===== config.mk =====
export PLATFORM = sky130hd
export DESIGN_NAME = ks_note_sequencer
export DESIGN_NICKNAME = d
export VERILOG_FILES = /design/src/rtl/ks_pkg.sv /design/src/rtl/ks_seq_timer.sv /design/src/rtl/ks_note_sequencer.sv
export SDC_FILE = /design/constraint.sdc
export NUM_CORES = 1
export LEC_CHECK = 0
export ABC_AREA = 1
export BUFFER_PORTS_ARGS = -buffer_cell sky130_fd_sc_hd__buf_2
export CAP_MARGIN = 20
export CORE_UTILIZATION = 42
export CTS_BUF_LIST = sky130_fd_sc_hd__clkbuf_8
export DETAILED_ROUTE_END_ITERATION = 8
export PLACE_DENSITY = 0.71
export SETUP_SLACK_MARGIN = 0.3
export SLEW_MARGIN = 30
export SYNTH_ARGS = -nofsm -noshare
export SYNTH_HDL_FRONTEND = slang
export SYNTH_HIERARCHICAL = 1
export SYNTH_SLANG_ARGS = --single-unit

===== constraint.sdc =====
create_clock -name clk -period 4.8 [get_ports clk]
set_input_delay 0.96 -clock clk [delete_from_list [all_inputs] [get_ports clk]]
set_output_delay 0.96 -clock clk [all_outputs]
set_load 0.01 [all_outputs]

===== src/rtl/ks_pkg.sv =====
// Shared definitions for the Karplus-Strong note sequencer: FSM states,
// default sizes and small integer helpers used to sanitise control inputs.
package ks_pkg;

  localparam int NUM_STEPS     = 8;
  localparam int KS_DATA_WIDTH = 8;
  localparam int TEMPO_WIDTH   = 16;

  typedef enum logic [1:0] {
    ST_IDLE  = 2'd0,
    ST_START = 2'd1,
    ST_PLAY  = 2'd2
  } ks_state_e;

  function automatic int unsigned ks_min(input int unsigned a, input int unsigned b);
    return (a < b) ? a : b;
  endfunction

  function automatic int unsigned ks_max(input int unsigned a, input int unsigned b);
    return (a > b) ? a : b;
  endfunction

  function automatic int unsigned ks_clamp(input int unsigned v, input int unsigned lo,
                                           input int unsigned hi);
    return ks_min(ks_max(v, lo), hi);
  endfunction

endpackage


===== src/rtl/ks_seq_timer.sv =====
// Step timer: counts sample ticks within one step, flags the tick that ends
// the step and predicts whether the pluck gate is open after this clock.
module ks_seq_timer #(
  parameter int TEMPO_WIDTH = 16,
  parameter int DATA_WIDTH  = 8
) (
  input  logic                   clk,
  input  logic                   rst_n,
  input  logic                   load_i,
  input  logic                   en_i,
  input  logic                   tick_i,
  input  logic [TEMPO_WIDTH-1:0] tempo_i,
  input  logic [DATA_WIDTH-1:0]  gate_i,
  output logic                   boundary_o,
  output logic                   gate_next_o
);

  logic [TEMPO_WIDTH-1:0] count_q;
  logic [TEMPO_WIDTH-1:0] count_next;
  logic [TEMPO_WIDTH-1:0] tempo_q;
  logic [DATA_WIDTH-1:0]  gate_q;

  // Next count, end-of-step detection and gate prediction; a load restarts the step at count 0.
  always_comb begin
    boundary_o = en_i && tick_i && (count_q == tempo_q - TEMPO_WIDTH'(1));
    count_next = count_q;
    if (load_i || boundary_o) begin
      count_next = '0;
    end else if (en_i && tick_i) begin
      count_next = count_q + TEMPO_WIDTH'(1);
    end
    if (load_i) begin
      gate_next_o = (gate_i != '0);
    end else begin
      gate_next_o = en_i && !boundary_o && (32'(count_next) < 32'(gate_q));
    end
  end

  // Tick counter plus the step length and gate captured when a step starts.
  always_ff @(posedge clk) begin
    if (!rst_n) begin
      count_q <= '0;
      tempo_q <= '0;
      gate_q  <= '0;
    end else begin
      count_q <= count_next;
      if (load_i) begin
        tempo_q <= tempo_i;
        gate_q  <= gate_i;
      end
    end
  end

endmodule


===== src/rtl/ks_note_sequencer.sv =====
// Pattern sequencer feeding a Karplus-Strong string: plays a programmable
// list of periods, one per step, with a pluck pulse at the start of each step.
module ks_note_sequencer #(
  parameter int NUM_STEPS   = ks_pkg::NUM_STEPS,
  parameter int DATA_WIDTH  = ks_pkg::KS_DATA_WIDTH,
  parameter int TEMPO_WIDTH = ks_pkg::TEMPO_WIDTH
) (
  input  logic                   clk,
  input  logic                   rst_n,
  input  logic                   sample_tick_i,
  input  logic                   wr_en_i,
  input  logic [2:0]             wr_addr_i,
  input  logic [DATA_WIDTH-1:0]  wr_data_i,
  input  logic [TEMPO_WIDTH-1:0] tempo_i,
  input  logic [DATA_WIDTH-1:0]  gate_len_i,
  input  logic [3:0]             num_steps_i,
  input  logic                   run_i,
  input  logic                   single_shot_i,
  output logic [DATA_WIDTH-1:0]  period_o,
  output logic                   pluck_o,
  output logic [2:0]             step_o,
  output logic                   busy_o,
  output logic                   done_o
);
  import ks_pkg::*;

  ks_state_e              state_q, state_d;
  logic [DATA_WIDTH-1:0]  slot_q [NUM_STEPS];
  logic [DATA_WIDTH-1:0]  slot_rd, period_sel, period_q;
  logic [DATA_WIDTH-1:0]  gate_eff;
  logic [TEMPO_WIDTH-1:0] tempo_eff;
  logic [3:0]             steps_eff, steps_q;
  logic [2:0]             step_q, step_d;
  logic                   period_nz_q, pluck_q, done_q, done_d, busy_q;
  logic                   load, boundary, gate_next;

  // Pattern memory; writable in every state, cleared only by reset.
  always_ff @(posedge clk) begin
    if (!rst_n) begin
      for (int i = 0; i < NUM_STEPS; i++) slot_q[i] <= '0;
    end else begin
      for (int i = 0; i < NUM_STEPS; i++) begin
        if (wr_en_i && wr_addr_i == 3'(i)) slot_q[i] <= wr_data_i;
      end
    end
  end

  // Current slot read with write bypass, and sanitised tempo/gate/length for the next step.
  always_comb begin
    slot_rd = '0;
    for (int i = 0; i < NUM_STEPS; i++) begin
      if (step_q == 3'(i)) slot_rd = slot_q[i];
    end
    period_sel = (wr_en_i && wr_addr_i == step_q) ? wr_data_i : slot_rd;
    tempo_eff  = TEMPO_WIDTH'(ks_max(32'(tempo_i), 32'd1));
    gate_eff   = DATA_WIDTH'(ks_min(32'(gate_len_i), 32'(tempo_eff) - 32'd1));
    steps_eff  = 4'(ks_clamp(32'(num_steps_i), 32'd1, 32'(NUM_STEPS)));
  end

  // Next-state logic: run gating, step advance, wrap and end-of-sequence decisions.
  always_comb begin
    state_d = state_q;
    step_d  = step_q;
    done_d  = 1'b0;
    load    = 1'b0;
    case (state_q)
      ST_IDLE: begin
        if (run_i) state_d = ST_START;
      end
      ST_START: begin
        load    = 1'b1;
        state_d = ST_PLAY;
      end
      ST_PLAY: begin
        if (boundary) begin
          if (!run_i) begin
            state_d = ST_IDLE;
            step_d  = '0;
            done_d  = 1'b1;
          end else if ({1'b0, step_q} != steps_q - 4'd1) begin
            state_d = ST_START;
            step_d  = step_q + 3'd1;
          end else if (single_shot_i) begin
            state_d = ST_IDLE;
            step_d  = '0;
            done_d  = 1'b1;
          end else begin
            state_d = ST_START;
            step_d  = '0;
          end
        end
      end
      default: begin
        state_d = ST_IDLE;
        step_d  = '0;
      end
    endcase
  end

  // State and step index registers.
  always_ff @(posedge clk) begin
    if (!rst_n) begin
      state_q <= ST_IDLE;
      step_q  <= '0;
    end else begin
      state_q <= state_d;
      step_q  <= step_d;
    end
  end

  // Registered outputs; rest slots keep the last real period but never pluck.
  always_ff @(posedge clk) begin
    if (!rst_n) begin
      period_q    <= '0;
      period_nz_q <= 1'b0;
      steps_q     <= '0;
      pluck_q     <= 1'b0;
      done_q      <= 1'b0;
      busy_q      <= 1'b0;
    end else begin
      done_q  <= done_d;
      busy_q  <= (state_d != ST_IDLE);
      pluck_q <= gate_next && (load ? (period_sel != '0) : period_nz_q);
      if (load) begin
        steps_q     <= steps_eff;
        period_nz_q <= (period_sel != '0);
        if (period_sel != '0) period_q <= period_sel;
      end
    end
  end

  ks_seq_timer #(
    .TEMPO_WIDTH(TEMPO_WIDTH),
    .DATA_WIDTH (DATA_WIDTH)
  ) u_timer (
    .clk        (clk),
    .rst_n      (rst_n),
    .load_i     (load),
    .en_i       (state_q == ST_PLAY),
    .tick_i     (sample_tick_i),
    .tempo_i    (tempo_eff),
    .gate_i     (gate_eff),
    .boundary_o (boundary),
    .gate_next_o(gate_next)
  );

  assign period_o = period_q;
  assign pluck_o  = pluck_q;
  assign step_o   = step_q;
  assign busy_o   = busy_q;
  assign done_o   = done_q;

endmodule


==> PnR_summary.wiki, run 1 <==
{| class="wikitable"
! Metric !! Value
|-
| Worst flop-to-flop path startpoint || u_timer/tempo_q[0]
|-
| End of the worst register-to-register path || pluck_o
|-
| Number of cells produced by synthesis || 1,034
|-
| Final Routed Wirelength || 17.86 mm
|-
| Post-synthesis register bit count || 125
|-
| Net switching power || 0.7195 mW
|-
| Via count of the first global-routing pass || 6,088
|-
| Number of synthesis warnings || 6
|-
| Top achievable clock speed || 266.8 MHz
|-
| Total setup violations reported at the end of the flow || 0
|-
| Clock Pin Slew Worst Setup and Hold Paths || 0.07 ns
|-
| Fraction of the core area covered by cells at the end of the flow || 47.82%
|-
| Hold path endpoint || steps_q[1]
|-
| Buffer levels on the longest clock path || 2
|-
| Global-route wire length before repair || approximately 29 mm
|-
| Setup Slack @ Placement || 0.6331 ns
|-
| Cell-internal power || 1.855 mW
|-
| Fraction of synthesis flops using an asynchronous set or reset pin || 0%
|-
| Clock tree from TritonCTS || done
|-
| Crit path max fanout || 16
|-
| Max-slew headroom at the worst pin || between 40% and 50%
|-
| Clock root buffer || clkbuf_8
|-
| Number of max-capacitance violations reported || 0
|-
| Leading post-synthesis cells by cell area || edfxtp_1, dfxtp_1, nand2_1, nor2_1, inv_1
|-
| Cell Rows || 48
|-
| Combinational cell fraction of total power || 15.0%
|-
| Buffers inserted by post-CTS timing repair || 0
|-
| Biggest area consumer among synthesized cells || edfxtp_1
|-
| Insertion delay of the later-clocked pin in the worst-skew pair || 0.45 ns
|-
| Final GP Congestion || 0.8938
|-
| Switching power as a share of total power || between 20% and 30%
|-
| Arrival time reported for the critical path endpoint || 4.07 ns
|-
| Mapped Nets || ~1,100
|-
| IO Count || 59
|-
| RSZ-0062 raised after global routing || false
|-
| Tmin final || 3.748 ns
|-
| CTS buffer count || 17
|-
| Critical path launch point type || primary input
|-
| Worst min path class || flop to flop
|-
| Clock Power Share || ~38%
|-
| Setup Crit Path Kind || primary input to flop
|-
| Top-area cell type share of the netlist area || approximately a quarter
|-
| Area growth, synth to finish || 11.38%
|-
| Post-DRT Antenna Nets || 0
|-
| Fin. Hold Viols || 0
|-
| Crit path capture type || flop
|-
| Post-synth top cells || nand2_1, nor2_1, inv_1
|-
| Reg2reg setup slack || 1.25 ns
|-
| FF+latch area || 0.003143 mm2
|-
| Count of unresolved DRC violations after routing || 0
|-
| Initial Util || 42.93%
|-
| Resize count post-CTS || 0
|-
| Hold_buf cts || 0
|-
| Count of flip-flops with a built-in enable after synthesis || 64
|-
| Wire length per cell || approximately 14 um
|-
| Pwr Density || about 310 mW/mm2
|-
| # H-tree levels || 4
|-
| Global route overflow || 0
|-
| Area used by multi-input combinational logic || 0.003566 mm2
|-
| Die area || between 0.015 and 0.02 mm2
|-
| Sum of net half-perimeters after detailed placement || 13.63 mm
|-
| Final hold slack || 0.4726 ns
|-
| Transition time at the pin with the least slew margin || slightly below 0.8 ns
|-
| Maximum resistive drop on vdd || 152.3 uV
|-
| Netlist area before placement || 0.007400 mm2
|-
| Worst setup slack after layout || 1.052 ns
|-
| Area of the core || 0.01724 mm2
|-
| TritonCTS Sinks || 125
|-
| Sequential area share after synthesis || 42.48%
|-
| Detailed-route vias per instance || about 4.9
|-
| Die height || 134.7 um
|-
| Startpoint of the worst hold path || steps_q[1]
|-
| Maximum number of pins on one net before global-route repair || 40
|-
| Leakage power of the design || 3.866 nW
|-
| Ratio of cells with drive above 1 in the final layout || a little under an eighth
|-
| Total of buffers placed on input and output ports || between 50 and 60
|-
| Final worst path period share || roughly four fifths
|-
| Final total negative setup slack || 0 ns
|-
| Proportion of power drawn by flip-flops and latches || 47.3%
|-
| Via count || between 6,000 and 7,000
|-
| Number of distinct library cells after synthesis || between 40 and 50
|-
| Dpl cell area || approximately 0.008 mm2
|-
| Total routing resource utilization after global routing || approximately a fifth
|-
| Initial antenna violation count || 0
|-
| DIE WIDTH || 134.7 um
|-
| Final setup skew || 0.01739 ns
|-
| Count of nets after finishing || approximately 1,200
|-
| Leading register cell type out of synthesis || edfxtp_1
|-
| Required time at the worst-slack endpoint || between 5 and 6 ns
|-
| Layout Cell Area excl Fill || just over 0.008 mm2
|-
| Number of max-slew violations in the final report || 0
|-
| Antenna cells || 0
|-
| DR pass1 iterations || 5
|-
| Violation count after the first detailed-routing iteration || ~410
|-
| Hold path depth || 2
|-
| Most common cell in the synthesized netlist || nand2_1
|-
| Avg Cell Area, Syn || 7.156 um2
|-
| Status || finished clean
|-
| Number of inserted filler cells in the final layout || 1,758
|-
| Length in cells of the worst reg-to-reg path || 23
|}
## power groups by stage
stage,registers (mW),logic (mW),clock network (mW)
floorplan,1.24,0.275,0
global placement,1.24,0.379,0
detailed placement,1.24,0.385,0
CTS,1.22,0.387,0.987
global route,1.22,0.442,1.03
finish,1.22,0.387,0.969
## logic make-up after synthesis
group	share of synthesized area, %
AND/OR/NAND/NOR	32.13
flip-flops	42.48
multiplexers	0.1353
XOR/XNOR	3.669
buffers and inverters	9.368
AO/OA/AOI/OAI	8.167
adder cells (fa/ha/maj)	4.058
## flip-flops by register name, summed over array words and instances, names as in the netlist
name / count
steps_q: 4
pluck_o: 1
period_o: 8
done_o: 1
u_timer/gate_q: 8
step_o: 3
slot_q: 64
u_timer/tempo_q: 16
state_q: 2
busy_o: 1
u_timer/count_q: 16
period_nz_q: 1
## cells in the final DEF (no fill, tap or decap), drive strengths merged, types with 9 or more instances in the layout
cell type / n
ha: 24
nor3: 11
nand2: 273
clkbuf: 19
a21oi: 46
xnor2: 9
inv: 136
edfxtp: 64
dfxtp: 61
nand3: 54
nor2: 207
xor2: 22
nand4: 12
buf: 64
o21ai: 62
## cell type report
cell class / count / area share [%]
clock buffer: 19 / 3.173
clock inverter: 13 / 1.822
inverter: 133 / 6.118
multi-input combinational: 740 / 43.27
sequential: 125 / 38.14
tap: 225 / 3.416
timing repair buffer: 64 / 4.069
## worst max-delay path: stages
cell	delay [ns]
buf_2	0.12
inv_1	0.09
nand2_1	0.06
nor3_1	0.19
o2111ai_1	0.14
nand2_1	0.16
inv_1	0.08
ha_1	0.26
nand3_1	0.14
nor2_1	0.05
nand2_1	0.09
nand2_1	0.06
inv_1	0.08
ha_1	0.23
nand2_1	0.09
nor2_1	0.05
a211oi_1	0.17
nand2_1	0.09
nand2_2	0.21
o21ai_0	0.15
nor4_1	0.30
nand2_1	0.09
nand2_1	0.06
nand2_1	0.05
nand2_1	0.05
nor2_1	0.03
## worst max path at each step
stage / from / to / slack (ns)
CTS: tempo_i[7] / pluck_o / 1.11
floorplan: tempo_i[7] / pluck_o / 1.15
global placement: tempo_i[8] / pluck_o / 0.72
global route: tempo_i[7] / pluck_o / 0.56
detailed placement: tempo_i[7] / pluck_o / 0.63
finish: tempo_i[7] / pluck_o / 1.05
## per-layer routing
| metal | track usage [%] | up-vias | routed length, um |
|---|---|---|---|
| met1 | 23.95 | 2970 | 7596 |
| met3 | 3.641 | 19 | 859 |
| met5 | 0 | - | 0 |
| li1 | - | 3371 | - |
| met2 | 38.40 | 152 | 9147 |
| met4 | 6.305 | 0 | 257 |
## stage by stage
stage                     std cells  power, mW
after floorplan                1034      1.511
after global placement         1287      1.620
after detailed placement       1287      1.628
after CTS                      1319      2.592
after global routing           1319      2.699
final                          1319      2.574
Note: power is estimated with default switching activity, not from simulation.
==> run 2: changes to the inputs <==
--- a/config.mk
+++ b/config.mk
@@ -5,13 +5,13 @@
 export SDC_FILE = /design/constraint.sdc
 export NUM_CORES = 1
 export LEC_CHECK = 0
-export ABC_AREA = 1
+export ABC_AREA = 0
 export BUFFER_PORTS_ARGS = -buffer_cell sky130_fd_sc_hd__buf_2
 export CAP_MARGIN = 20
 export CORE_UTILIZATION = 42
 export CTS_BUF_LIST = sky130_fd_sc_hd__clkbuf_8
 export DETAILED_ROUTE_END_ITERATION = 8
-export PLACE_DENSITY = 0.71
+export PLACE_DENSITY = 0.74
 export SETUP_SLACK_MARGIN = 0.3
 export SLEW_MARGIN = 30
 export SYNTH_ARGS = -nofsm -noshare
==> constraint.sdc (replaced) <==
create_clock -name clk -period 3.4 [get_ports clk]
set_input_delay 0.68 -clock clk [delete_from_list [all_inputs] [get_ports clk]]
set_output_delay 0.68 -clock clk [all_outputs]
set_load 0.01 [all_outputs]
==> PnR_summary.wiki, run 2 <==
{| class="wikitable"
! Metric !! Value
|-
| DIE WIDTH || about 130 um
|-
| Top achievable clock speed || 224.8 MHz
|-
| Final worst path period share || 130.8%
|-
| CTS buffer count || 17
|-
| Leakage power of the design || 3.731 nW
|-
| Count of nets after finishing || between 1,000 and 1,500
|-
| Placed cell count || about 1,100
|-
| Total setup violations reported at the end of the flow || 9
|-
| Total routing resource utilization after global routing || 22.62%
|-
| Most common library cell in the layout ignoring fill and taps || buf_4
|-
| Die height || ~130 um
|-
| Number of cells produced by synthesis || 785
|-
| IO Count || 59
|-
| Max-slew headroom at the worst pin || between 50% and 60%
|-
| Maximum resistive drop on vdd || 242.9 uV
|-
| Number of synthesis warnings || 6
|-
| Detailed-route vias per instance || 5.579
|-
| Largest register FFs || 64
|-
| Final Routed Wirelength || 20.61 mm
|-
| Cell-internal power || roughly 2.5 mW
|-
| Fin. Hold Viols || 0
|-
| Pwr Density || about 380 mW/mm2
|-
| Number of max-slew violations in the final report || 0
|-
| Count of unresolved DRC violations after routing || 0
|-
| Initial Util || 43.29%
|-
| Mapped Nets || 854
|-
| Most common cell in the synthesized netlist || nor2_1
|-
| Violation count after the first detailed-routing iteration || 639
|-
| Setup Crit Path Kind || primary input to flop
|-
| Area of the core || about 0.017 mm2
|-
| Sequential area share after synthesis || between 40% and 50%
|-
| Net switching power || 1.019 mW
|-
| # H-tree levels || 4
|-
| Dpl cell area || 0.008374 mm2
|-
| Tmin final || 4.448 ns
|-
| Maximum number of pins on one net before global-route repair || 31
|-
| Area growth, synth to finish || 28.83%
|-
| Ratio of cells with drive above 1 in the final layout || 30.52%
|-
| RSZ-0062 raised after global routing || true
|-
| Global-route wire length before repair || 31.58 mm
|-
| Worst min path class || flop to flop
|-
| Setup Slack @ Placement || -1.471 ns
|-
| Total of buffers placed on input and output ports || slightly below 60
|-
| Clock tree from TritonCTS || done
|-
| Initial antenna violation count || 0
|-
| Violations in the final reports || setup timing
|-
| Avg Cell Area, Syn || a little over 9 um2
|-
| Largest registers || slot_q x64, u_timer/count_q x16, u_timer/tempo_q x16
|-
| Antenna cells || 0
|-
| Combinational cell fraction of total power || 17.4%
|-
| Top-area cell type share of the netlist area || between 20% and 30%
|-
| Insertion delay of the later-clocked pin in the worst-skew pair || about 0.44 ns
|-
| Crit path max fanout || 3
|-
| Clock Pin Slew Worst Setup and Hold Paths || 0.08 ns
|-
| Crit path capture type || flop
|-
| Critical path launch point type || primary input
|-
| Clock root buffer || clkbuf_8
|-
| Final setup skew || 0.01237 ns
|-
| Transition time at the pin with the least slew margin || ~0.68 ns
|-
| Arrival time reported for the critical path endpoint || 4.77 ns
|-
| Proportion of power drawn by flip-flops and latches || 48.9%
|-
| Fraction of synthesis flops using an asynchronous set or reset pin || 0%
|-
| Sum of net half-perimeters after detailed placement || 13.72 mm
|-
| Post-DRT Antenna Nets || 0
|-
| Netlist area before placement || 0.007204 mm2
|-
| Clock Power Share || 33.7%
|-
| Via count of the first global-routing pass || between 6,000 and 7,000
|-
| Global route overflow || 0
|-
| Final Non-Filler Cells || 1,180
|-
| TritonCTS Sinks || around 130
|-
| Count of flip-flops with a built-in enable after synthesis || 64
|-
| Layout Cell Area excl Fill || 0.009281 mm2
|-
| Leading post-synthesis cells by cell area || edfxtp_1, dfxtp_1, mux2i_1, nor2_1, ha_1
|-
| Wire length per cell || 17.47 um
|-
| Via count || 6,583
|-
| Cell Rows || 47
|-
| Die area || 0.01768 mm2
|-
| Final hold slack || approximately 0.47 ns
|-
| Biggest area consumer among synthesized cells || edfxtp_1
|-
| Register name with the most flops || slot_q
|-
| Buffer levels on the longest clock path || 2
|-
| Hold_buf cts || 0
|-
| Worst setup slack after layout || -1.048 ns
|-
| Final total negative setup slack || -5.044 ns
|-
| Switching power as a share of total power || ~29%
|-
| Post-synthesis register bit count || 125
|-
| Most frequent cells in the layout || buf_4, nor2_1, nand2_1, edfxtp_1
|-
| Final GP Congestion || 0.8918
|-
| Number of max-capacitance violations reported || 0
|-
| Leading register cell type out of synthesis || edfxtp_1
|-
| Post-synth top cells || nor2_1, nand2_1, edfxtp_1
|-
| Required time at the worst-slack endpoint || between 3 and 4 ns
|-
| Number of distinct library cells after synthesis || 75
|-
| Status || complete, but fails checks
|-
| DR pass1 iterations || 6
|}
==> run 2: cell count changes in the layout (fill, tap and decap cells not counted), sizes merged, moves of 34 or more <==
cell and change:
buf +134, nor2b +34, mux2i +35, nor2 -117, o21ai -36, nand2 -205
inv -87, nand3 -42
==> run 2: repair_timing <==
action                                  4_1_cts  5_1_grt
pin swaps                                    15       29
endpoints found under the setup margin       14       19
buffers inserted                             19       14
gates resized for setup                      28       43
==> run 2: cell type report <==
type	count	area [um2]
timing repair buffer	198	1439
multi-input combinational	560	3900
sequential	125	3148
inverter	45	168.9
clock inverter	15	116.4
fill	1389	7361
clock buffer	17	234.0
tap	220	275.3
==> run 2: metal layers <==
layer	track usage (%)	up-vias	part of all wire, %
met2	36.27	294	47
li1	-	3113	-
met1	30.10	3135	43
met4	7.663	0	2.1
met3	4.943	41	7.9
met5	0	-	0
==> run 2: worst paths after layout <==
kind,to,startpoint,cells after the start,slack (ns)
worst min-delay path,period_o[0],period_o[0],2,0.47
worst max register to register,pluck_o,u_timer/tempo_q[1],17,-0.86
worst min register to register,period_o[0],period_o[0],2,0.47
worst max-delay path,pluck_o,tempo_i[4],20,-1.05
==> run 2: power by group through the flow <==
stage          clock (mW)  sequential [mW]  combinational (mW)
6_report             1.17             1.70               0.607
4_1_cts              1.18             1.70               0.550
3_3_place_gp            0             1.73               0.500
3_5_place_dp            0             1.73               0.510
2_1_floorplan           0             1.73               0.303
5_1_grt              1.25             1.71               0.653
==> run 2: metrics by stage <==
step,power [mW],util (%)
final,3.483,55.77
after global placement,2.231,50.32
after detailed placement,2.243,50.32
after global routing,3.614,55.77
after floorplan,2.036,-
after CTS,3.426,53.97
==> run 2: logic make-up (layout without fill, tap and decap cells) <==
family	Yosys count	in the layout	share of synthesized area [%]
AO/OA/AOI/OAI	126	126	12.42
XOR/XNOR	47	47	5.714
adder cells (fa/ha/maj)	24	24	4.168
buffers and inverters	100	275	5.662
flip-flops	125	125	43.63
multiplexers	37	37	5.210
AND/OR/NAND/NOR	326	326	23.20
==> run 2: critical path, cell delays in order <==
cell	delay [ns]
buf_6	0.09
or4_4	0.55
nor3_4	0.21
nor2_2	0.07
ha_2	0.18
nor3b_4	0.16
nand2_2	0.08
xor2_2	0.19
ha_4	0.24
a21o_1	0.19
a2111oi_4	0.38
inv_2	0.10
o22ai_2	0.16
a2111o_1	0.25
buf_4	0.16
mux2_4	0.29
or4_1	0.42
o21ai_2	0.15
o31ai_2	0.08
o311a_1	0.13
==> run 3: changes to the inputs <==
==> constraint.sdc (replaced) <==
create_clock -name clk -period 3.4 [get_ports clk]
set_input_delay 0.34 -clock clk [delete_from_list [all_inputs] [get_ports clk]]
set_output_delay 0.34 -clock clk [all_outputs]
set_load 0.01 [all_outputs]
==> PnR_summary.wiki, run 3 (same netlist as run 2, synthesis figures left out) <==
{| class="wikitable"
! Metric !! Value
|-
| Critical path launch point type || primary input
|-
| Worst min path class || primary input to flop
|-
| Overall power || approximately 3.7 mW
|-
| Arrival time reported for the critical path endpoint || 4.36 ns
|-
| Initial antenna violation count || 0
|-
| # H-tree levels || 4
|-
| Final worst path period share || 118.6%
|-
| Leakage power of the design || 3.653 nW
|-
| Count of unresolved DRC violations after routing || 0
|-
| RSZ-0062 raised after global routing || true
|-
| Area of the core || 0.01664 mm2
|-
| Die height || ~130 um
|-
| Fin. Hold Viols || 0
|-
| Initial Util || 43.29%
|-
| Number of max-capacitance violations reported || 0
|-
| Most common library cell in the layout ignoring fill and taps || buf_4
|-
| Final GP Congestion || 0.9070
|-
| Dpl cell area || 0.008366 mm2
|-
| Wire length per cell || 16.78 um
|-
| Final hold slack || 0.1624 ns
|-
| Register name with the most flops || slot_q
|-
| TritonCTS Sinks || between 100 and 150
|-
| Setup Slack @ Placement || -1.095 ns
|-
| Post-DRT Antenna Nets || 0
|-
| Layout Cell Area excl Fill || 0.009154 mm2
|-
| Most frequent cells in the layout || buf_4, nor2_1, nand2_1
|-
| Cell Rows || 47
|-
| Crit path max fanout || 7
|-
| Area growth, synth to finish || 27.06%
|-
| Top achievable clock speed || 248.0 MHz
|-
| Via count || 6,449
|-
| Insertion delay of the later-clocked pin in the worst-skew pair || 0.44 ns
|-
| Clock Pin Slew Worst Setup and Hold Paths || 0.08 ns
|-
| Die area || 0.01768 mm2
|-
| Maximum resistive drop on vdd || 294.0 uV
|-
| Transition time at the pin with the least slew margin || between 0.6 and 0.7 ns
|-
| Pwr Density || roughly 400 mW/mm2
|-
| Detailed-route vias per instance || around 5.6
|-
| Violation count after the first detailed-routing iteration || between 400 and 500
|-
| Violations in the final reports || setup timing
|-
| Buffer levels on the longest clock path || 2
|-
| Clock tree from TritonCTS || done
|-
| Placed cell count || 1,113
|-
| Global route overflow || 0
|-
| Required time at the worst-slack endpoint || 3.73 ns
|-
| Number of max-slew violations in the final report || 0
|-
| Tmin final || 4.033 ns
|-
| Clock root buffer || clkbuf_8
|-
| Total setup violations reported at the end of the flow || 6
|-
| DIE WIDTH || roughly 130 um
|-
| IO Count || between 50 and 60
|-
| Hold_buf cts || 0
|-
| Maximum number of pins on one net before global-route repair || 35
|-
| Final Routed Wirelength || roughly 19 mm
|-
| Antenna cells || 0
|-
| Total routing resource utilization after global routing || 22.50%
|-
| Crit path capture type || flop
|-
| Status || complete, but fails checks
|-
| Largest register FFs || 64
|-
| Final setup skew || 0.01870 ns
|-
| Ratio of cells with drive above 1 in the final layout || 28.69%
|-
| DR pass1 iterations || 5
|-
| Final Non-Filler Cells || 1,161
|-
| Via count of the first global-routing pass || 6,209
|-
| Largest registers || slot_q x64, u_timer/count_q x16, u_timer/tempo_q x16
|-
| Setup Crit Path Kind || primary input to flop
|-
| Global-route wire length before repair || ~31 mm
|-
| Sum of net half-perimeters after detailed placement || between 10 and 15 mm
|-
| Total of buffers placed on input and output ports || 58
|-
| Max-slew headroom at the worst pin || a little over half
|-
| Worst setup slack after layout || -0.6328 ns
|-
| CTS buffer count || 17
|-
| Count of nets after finishing || between 900 and 1,000
|}
[run 3: timing repair]
| action | 4_1_cts | 5_1_grt |
|---|---|---|
| endpoints found under the setup margin | 11 | 19 |
| gates cloned | 0 | 0 |
| pin swaps | 25 | 12 |
| gates resized for setup | 29 | 30 |
| hold endpoints to repair | 0 | 0 |
| setup buffers | 14 | 2 |
[run 3: path summary, 6_finish.rpt]
| check | cells past startpoint | start | to | slack, ns |
|---|---|---|---|---|
| min | 3 | num_steps_i[3] | steps_q[3] | 0.16 |
| min reg2reg | 2 | period_o[5] | period_o[5] | 0.47 |
| max reg2reg | 17 | u_timer/tempo_q[1] | pluck_o | -0.63 |
| max | 20 | tempo_i[1] | pluck_o | -0.63 |
[run 3: metal layers]
| layer | routed length [um] | vias up | track usage, % |
|---|---|---|---|
| li1 | - | 3086 | - |
| met3 | 1536 | 31 | 5.632 |
| met5 | 0 | - | 0 |
| met1 | 8429 | 3053 | 29.54 |
| met4 | 403 | 0 | 8.046 |
| met2 | 9115 | 279 | 35.81 |
[run 3: worst max-delay path: stages]
cell and delay, ns:
buf_6 0.09, or4_4 0.53, nor3_2 0.16, nor2_1 0.08, ha_2 0.18, nor3b_4 0.16
buf_4 0.13, xnor2_1 0.15, ha_1 0.30, a21o_1 0.11, a21o_1 0.10, o311a_1 0.16
o22ai_1 0.08, a2111o_1 0.47, buf_12 0.19, mux2i_4 0.18, or4_1 0.54, o21ai_2 0.21
o31ai_4 0.09, o311a_1 0.12
[run 3: per-stage QoR]
step / setup TNS [ns] / utilization [%]
2_1_floorplan: -1.313 / -
3_3_place_gp: -4.320 / 50.27
3_5_place_dp: -5.561 / 50.27
4_1_cts: -0.5421 / 54.10
5_1_grt: -1.928 / 55.00
6_report: -0.8517 / 55.00
[run 3: layout make-up]
cell class	instances	area, um2
Fill cell	1417	7488
Clock inverter	15	186.4
Multi-Input combinational cell	560	3892
Timing Repair Buffer	179	1250
Clock buffer	17	234.0
Tap cell	220	275.3
Inverter	45	168.9
Sequential cell	125	3147
[run 3: power breakdown]
part           internal (mW)  total, mW  switching [mW]
Sequential              1.67       1.70          0.0341
Combinational          0.270      0.587           0.317
Clock                  0.738       1.39           0.648
Total                   2.68       3.67           0.999
